===== config.mk =====
export PLATFORM = sky130hd
export DESIGN_NAME = ibex_hpm_counter_bank
export DESIGN_NICKNAME = d
export VERILOG_FILES = /design/src/rtl/ibex_hpm_counter_bank_pkg.sv /design/src/rtl/ibex_hpm_counter_bank_counter.sv /design/src/rtl/ibex_hpm_counter_bank.sv
export SDC_FILE = /design/constraint.sdc
export NUM_CORES = 2
export LEC_CHECK = 0
export BUFFER_PORTS_ARGS = -buffer_cell sky130_fd_sc_hd__buf_4
export CORE_MARGIN = 2
export CORE_UTILIZATION = 57
export DETAILED_ROUTE_END_ITERATION = 8
export PLACE_DENSITY = 0.79
export SLEW_MARGIN = 20
export SYNTH_ARGS = -nofsm -noshare
export SYNTH_HDL_FRONTEND = slang
export SYNTH_SLANG_ARGS = --single-unit

===== constraint.sdc =====
create_clock -name clk_i -period 2.5 [get_ports clk_i]
set_input_delay 0.125 -clock clk_i [delete_from_list [all_inputs] [get_ports clk_i]]
set_output_delay 0.125 -clock clk_i [all_outputs]
set_load 0.02 [all_outputs]

===== src/rtl/ibex_hpm_counter_bank_pkg.sv =====
// Shared definitions for the machine counter bank: CSR address bases,
// counter index type and the implemented-counter mask helper.
package ibex_hpm_counter_bank_pkg;

    // mcountinhibit shares its 0x320 slot with the base of the mhpmevent window
    localparam logic [11:0] CSR_MCOUNTINHIBIT = 12'h320;
    localparam logic [11:0] CSR_OFF_MHPMEVENT = 12'h320;
    localparam logic [11:0] CSR_OFF_MCOUNTER  = 12'hB00;
    localparam logic [11:0] CSR_OFF_MCOUNTERH = 12'hB80;
    // Each window is 32 entries, so the low five address bits select the index
    localparam logic [11:0] CSR_WINDOW_MASK   = 12'hFE0;

    localparam int unsigned HPM_MAX_COUNTERS = 29;

    typedef logic [4:0] hpm_cnt_idx_t;

    // Bit i set when counter index i exists: mcycle (0), minstret (2), HPM 3..num_hpm+2
    function automatic logic [31:0] impl_mask(input int unsigned num_hpm);
        logic [31:0] m;
        m = 32'h0000_0005;
        for (int unsigned i = 3; i < 32; i++) begin
            if (i < num_hpm + 3) m[i] = 1'b1;
        end
        return m;
    endfunction

endpackage


===== src/rtl/ibex_hpm_counter_bank_counter.sv =====
// Single machine counter of configurable width with split lo/hi write
// access and a one-cycle wrap pulse. Output is zero-extended to 64 bits.
module ibex_counter #(
    parameter int CounterWidth = 32
) (
    input  logic        clk_i,
    input  logic        rst_ni,
    input  logic        counter_inc_i,
    input  logic        counterh_we_i,
    input  logic        counter_we_i,
    input  logic [31:0] counter_val_i,
    output logic [63:0] counter_val_o,
    output logic        counter_ovf_o
);

    // Bits at or above CounterWidth are forced to zero, which also drops
    // hi-half writes entirely when the counter is 32 bits or narrower.
    localparam logic [63:0] CntMask = (CounterWidth >= 64) ? {64{1'b1}}
                                                           : ((64'd1 << CounterWidth) - 64'd1);

    logic [63:0] r_cnt;
    logic        r_ovf;
    logic [63:0] w_next;
    logic        w_wr;
    logic        w_wrap;

    assign w_wr   = counter_we_i | counterh_we_i;
    // A write in the same cycle cancels the increment, so it can never wrap
    assign w_wrap = counter_inc_i & ~w_wr & (r_cnt == CntMask);

    // Next value: merge the written half(s), otherwise increment
    always_comb begin
        w_next = r_cnt;
        if (counter_we_i)  w_next[31:0]  = counter_val_i;
        if (counterh_we_i) w_next[63:32] = counter_val_i;
        if (!w_wr && counter_inc_i) w_next = r_cnt + 64'd1;
    end

    // Counter state and overflow pulse register
    always_ff @(posedge clk_i or negedge rst_ni) begin
        if (!rst_ni) begin
            r_cnt <= '0;
            r_ovf <= 1'b0;
        end else begin
            r_cnt <= w_next & CntMask;
            r_ovf <= w_wrap;
        end
    end

    assign counter_val_o = r_cnt;
    assign counter_ovf_o = r_ovf;

endmodule


===== src/rtl/ibex_hpm_counter_bank.sv =====
// Machine counter bank: mcycle, minstret and programmable HPM counters,
// with mhpmevent masks, mcountinhibit and the CSR decode/read mux.
module ibex_hpm_counter_bank
    import ibex_hpm_counter_bank_pkg::*;
#(
    parameter int MHPMCounterNum   = 10,
    parameter int MHPMCounterWidth = 40,
    parameter int NumEvents        = 16,
    parameter int CycleInstrWidth  = 64
) (
    input  logic                 clk_i,
    input  logic                 rst_ni,
    input  logic                 instr_ret_i,
    input  logic [NumEvents-1:0] events_i,
    input  logic [11:0]          csr_addr_i,
    input  logic                 csr_we_i,
    input  logic [31:0]          csr_wdata_i,
    output logic [31:0]          csr_rdata_o,
    output logic                 csr_hit_o,
    output logic [31:0]          counter_ovf_o
);

    localparam int unsigned NumHpm = (MHPMCounterNum > int'(HPM_MAX_COUNTERS)) ?
                                     HPM_MAX_COUNTERS : MHPMCounterNum;
    localparam logic [31:0] ImplMask = impl_mask(NumHpm);

    hpm_cnt_idx_t         w_idx;
    logic [11:0]          w_window;
    logic                 w_sel_lo;
    logic                 w_sel_hi;
    logic                 w_sel_inh;
    logic                 w_sel_evt;
    logic [31:0]          r_inhibit;
    logic [NumEvents-1:0] r_event [32];
    logic [63:0]          w_cnt_val [32];
    logic [31:0]          w_ovf;

    assign w_idx     = csr_addr_i[4:0];
    assign w_window  = csr_addr_i & CSR_WINDOW_MASK;
    assign w_sel_lo  = (w_window == CSR_OFF_MCOUNTER);
    assign w_sel_hi  = (w_window == CSR_OFF_MCOUNTERH);
    assign w_sel_inh = (csr_addr_i == CSR_MCOUNTINHIBIT);
    assign w_sel_evt = (w_window == CSR_OFF_MHPMEVENT) && (w_idx >= 5'd3);
    // Absent indices still hit so the CSR file does not trap on them
    assign csr_hit_o = w_sel_lo | w_sel_hi | w_sel_inh | w_sel_evt;

    // mcountinhibit: only implemented counter bits are stored
    always_ff @(posedge clk_i or negedge rst_ni) begin
        if (!rst_ni) begin
            r_inhibit <= '0;
        end else if (csr_we_i && w_sel_inh) begin
            r_inhibit <= csr_wdata_i & ImplMask;
        end
    end

    // mhpmevent masks: written only for implemented HPM indices, truncated to NumEvents
    always_ff @(posedge clk_i or negedge rst_ni) begin
        if (!rst_ni) begin
            for (int i = 0; i < 32; i++) r_event[i] <= '0;
        end else if (csr_we_i && w_sel_evt && ImplMask[w_idx]) begin
            r_event[w_idx] <= NumEvents'(csr_wdata_i);
        end
    end

    for (genvar i = 0; i < 32; i++) begin : g_cnt
        if (ImplMask[i]) begin : g_impl
            logic w_inc;
            if (i == 0) begin : g_mcycle
                assign w_inc = ~r_inhibit[i];
            end else if (i == 2) begin : g_minstret
                assign w_inc = instr_ret_i & ~r_inhibit[i];
            end else begin : g_hpm
                assign w_inc = (|(r_event[i] & events_i)) & ~r_inhibit[i];
            end

            ibex_counter #(
                .CounterWidth((i < 3) ? CycleInstrWidth : MHPMCounterWidth)
            ) u_counter (
                .clk_i         (clk_i),
                .rst_ni        (rst_ni),
                .counter_inc_i (w_inc),
                .counterh_we_i (csr_we_i & w_sel_hi & (w_idx == hpm_cnt_idx_t'(i))),
                .counter_we_i  (csr_we_i & w_sel_lo & (w_idx == hpm_cnt_idx_t'(i))),
                .counter_val_i (csr_wdata_i),
                .counter_val_o (w_cnt_val[i]),
                .counter_ovf_o (w_ovf[i])
            );
        end else begin : g_absent
            assign w_cnt_val[i] = '0;
            assign w_ovf[i]     = 1'b0;
        end
    end

    assign counter_ovf_o = w_ovf;

    // Combinational read of the currently registered state
    always_comb begin
        csr_rdata_o = '0;
        if (w_sel_lo)       csr_rdata_o = w_cnt_val[w_idx][31:0];
        else if (w_sel_hi)  csr_rdata_o = w_cnt_val[w_idx][63:32];
        else if (w_sel_inh) csr_rdata_o = r_inhibit;
        else if (w_sel_evt) csr_rdata_o = 32'(r_event[w_idx]);
    end

endmodule


==> results by group <==
STA
  • FMAX: 0.317 GHz
  • Post-Route Skew: 70.1 ps
  • Max-slew headroom: 38.8%
  • Final Slew Violations: 0
  • Minimum clock period: 3150 ps
  • Hold Vio Cnt, Final: 0
  • RSZ-0062 raised after global routing: yes
  • Period Utilization, post-route: 126%
  • Slew @ Worst Pin: 917 ps
  • Final setup fails: 54
  • Post-route setup slack: -653 ps
  • Setup_tns: -13210 ps
  • Worst hold slack: 22.0 ps

Placement
  • GP Congestion: 1.04
  • Final HPWL DP: 156000 um
  • DP Area: 63000 um^2
  • Setup WS pre-CTS: -387 ps
  • Count of input and output buffers: 108
  • Placed Instances: 7194

Yosys
  • Unique cell type count in the Yosys netlist: 90
  • Post-synthesis sequential area ratio: 46.5%
  • Ranking of synthesized cells by area: dfrtp_1 (46%), mux4_2 (7.7%), clkbuf_1 (3.9%), nand2_1 (3.9%), mux2_2 (3.9%)
  • Yosys top cell area share: 46.5%
  • Avg Cell Area, Syn: 9.86 um^2
  • Post-synthesis cell area: 57100 um^2
  • Synth async-reset ratio: 100%
  • Yosys top cell by area: dfrtp_1
  • Primary FF master, synth: dfrtp_1
  • Syn. warnings: 0
  • Syn Inst Count: 5790
  • Yosys reg bits: 1061
  • EDFF count, synth: 0

Drt
  • DR vias/cell: 6.87
  • Final ANT Viol Nets: 0
  • Iter 0 DRT Violations: 7967
  • Final WL: 223000 um
  • # DRC: 5
  • First drt pass iteration count: 9
  • Via count: 51385
  • WL/cell: 29.7 um

Layout
  • Fill cells: 7094
  • Final Util: 69.3%
  • Share of layout cells above drive strength 1: 28.7%
  • Final cell count without fillers: 7483
  • Design area: 69100 um^2
  • Multi-input gate area: 28700 um^2
  • Post-layout nets: 6166
  • Reg area: 26600 um^2
  • Area delta synth->final: 21.0%

Pwr
  • Static Leak: 29.8 nW
  • PD cells: 571 nW/um^2
  • Tot Pwr: 39.5 mW
  • Peak supply drop: 659 uV

Job
  • Max-cap violations: 0

Worst hold path
  • HP Class: in -> async

Clocking
  • Root buffer cell: clkbuf_16
  • CTS tree: yes
  • TritonCTS buffer count: 112
  • Clk slew on worst S/H paths: 70 ps
  • Clk Latency, worst-skew pair: 780 ps
  • CTS sink count: 1061
  • # H-tree levels: 3
  • Max Buffers Root-to-Sink: 3

Outcome
  • Status: finished with violations
  • Failing checks: design-rule violations, negative setup slack

Critical path
  • CP Max Fanout: 4
  • CP max-delay cell: mux4_2
  • Crit. End Element: output port
  • Req. time, crit path: 2380 ps
  • Most numerous cell on the critical path: buf_6
  • CP Class: reg -> out
  • Worst EP arrival: 3030 ps
  • Critical path launch point type: register
  • Cells along the critical path: buf_6, mux4_2, nor2_2, nor3_2, a221oi_2, o221ai_2, or3_4, buf_6
  • Max incr delay on CP: 520 ps
  • R2R depth: 8

Floorplan
  • Die Span X: 321 um
  • Row count: 116
  • Ports: 129
  • Die area: 103000 um^2
  • DIE HEIGHT: 321 um
  • Core area: 99700 um^2
  • Starting Density: 57.3%

Global routing
  • Overall Global Routing Usage: 43.1%
  • Total congestion overflow: 0
  • Initial antenna violation count: 14
  • Largest net degree at the start of global routing: 123
  • Vias in the first global route: 49789
  • First-pass GRT wire length: 328000 um
cell type report:
type,instances,share of cell area (%)
clock inverter,54,0.994
multi-input combinational,3928,41.6
clock buffer,152,4.65
inverter,85,0.465
antenna,3,0.0109
sequential,1061,38.5
timing repair buffer,902,11.5
tap,1298,2.35
layer usage:
| layer | part of all wire, % | vias up | routed length (um) | track usage, % |
|---|---|---|---|---|
| met5 | 0.036 | - | 81 | 0.520 |
| met4 | 8.8 | 14 | 19600 | 29.6 |
| met3 | 13 | 1093 | 29800 | 13.2 |
| met2 | 42 | 3836 | 92600 | 61.1 |
| met1 | 36 | 25021 | 80500 | 56.6 |
| li1 | - | 21421 | - | - |
cell families (layout without fill, tap and decap cells):
group           Yosys count  count (layout)  synth area share (%)
xor+xnor                304             304                  4.66
fa+ha+maj                12              12                 0.263
buf+inv                 820            1193                  5.79
other cells               1              23               0.00657
flops                  1061            1061                  46.5
mux                     485             485                  13.2
compound gates         1058            1058                  12.1
simple gates           2049            2049                  17.5
cell usage in the layout (no fill, tap or decap), drive strengths merged, types with 152 or more instances in the layout:
cell,n
mux2,197
nand3,285
xnor2,184
nor3,185
dfrtp,1061
buf,868
o21ai,316
a21oi,235
clkbuf,152
nand2,596
mux4,194
nor2,445
worst paths after layout:
kind | slack (ps) | endpoint | startpoint
min in group clk_i | 70 | r_inhibit[7]$_DFFE_PN0P_ | csr_we_i
worst max register to register | -110 | g_cnt[2].g_impl.u_counter.counter_val_o[60]$_DFFE_PN0P_ | g_cnt[2].g_impl.u_counter.counter_val_o[4]$_DFFE_PN0P_
max in group asynchronous | 1610 | r_event[352]$_DFFE_PN0P_ | rst_ni
worst min-delay path | 20 | g_cnt[6].g_impl.u_counter.counter_val_o[34]$_DFFE_PN0P_ | rst_ni
worst min register to register | 370 | r_event[222]$_DFFE_PN0P_ | r_event[222]$_DFFE_PN0P_
worst max-delay path | -650 | csr_rdata_o[3] | g_cnt[10].g_impl.u_counter.counter_val_o[3]$_DFFE_PN0P_
cells in the mapped netlist (66+ instances only):
master and instances:
nand2_1 596, nor3_1 180, mux4_2 194, clkbuf_1 596
nor2_1 445, xnor2_1 184, o21ai_0 315, inv_1 84
nand4_1 143, mux2_2 197, buf_2 66, mux2i_1 94
nand3_1 284, xor2_1 120, and3_1 88, dfrtp_1 1061
a21oi_1 235
worst max-delay path, delay by kind of cell, from the launching register on:
family	cells	cell delay [ps]
simple gates	3	610
mux	1	520
compound gates	2	480
flops	1	390
buf+inv	2	270
state kept, by name, indices dropped and copies added (netlist names):
name,cells
r_inhibit,12
g_cnt.g_impl.u_counter.counter_ovf_o,12
r_event,509
g_cnt.g_impl.u_counter.counter_val_o,528
where the power goes:
part | total [mW] | switching (mW) | internal, mW
registers | 18.0 | 0.456 | 17.5
clock network | 17.7 | 7.58 | 10.1
logic | 3.83 | 2.39 | 1.44
what timing repair did:
item	4_1_cts	5_1_grt
hold buffers	34	0
setup endpoints to repair	69	230
endpoints found under the hold margin	1438	0
cloned	0	0
gates resized for setup	208	178
setup buffers	28	26
pin swaps	56	76
(Power assumes the default switching activity.)
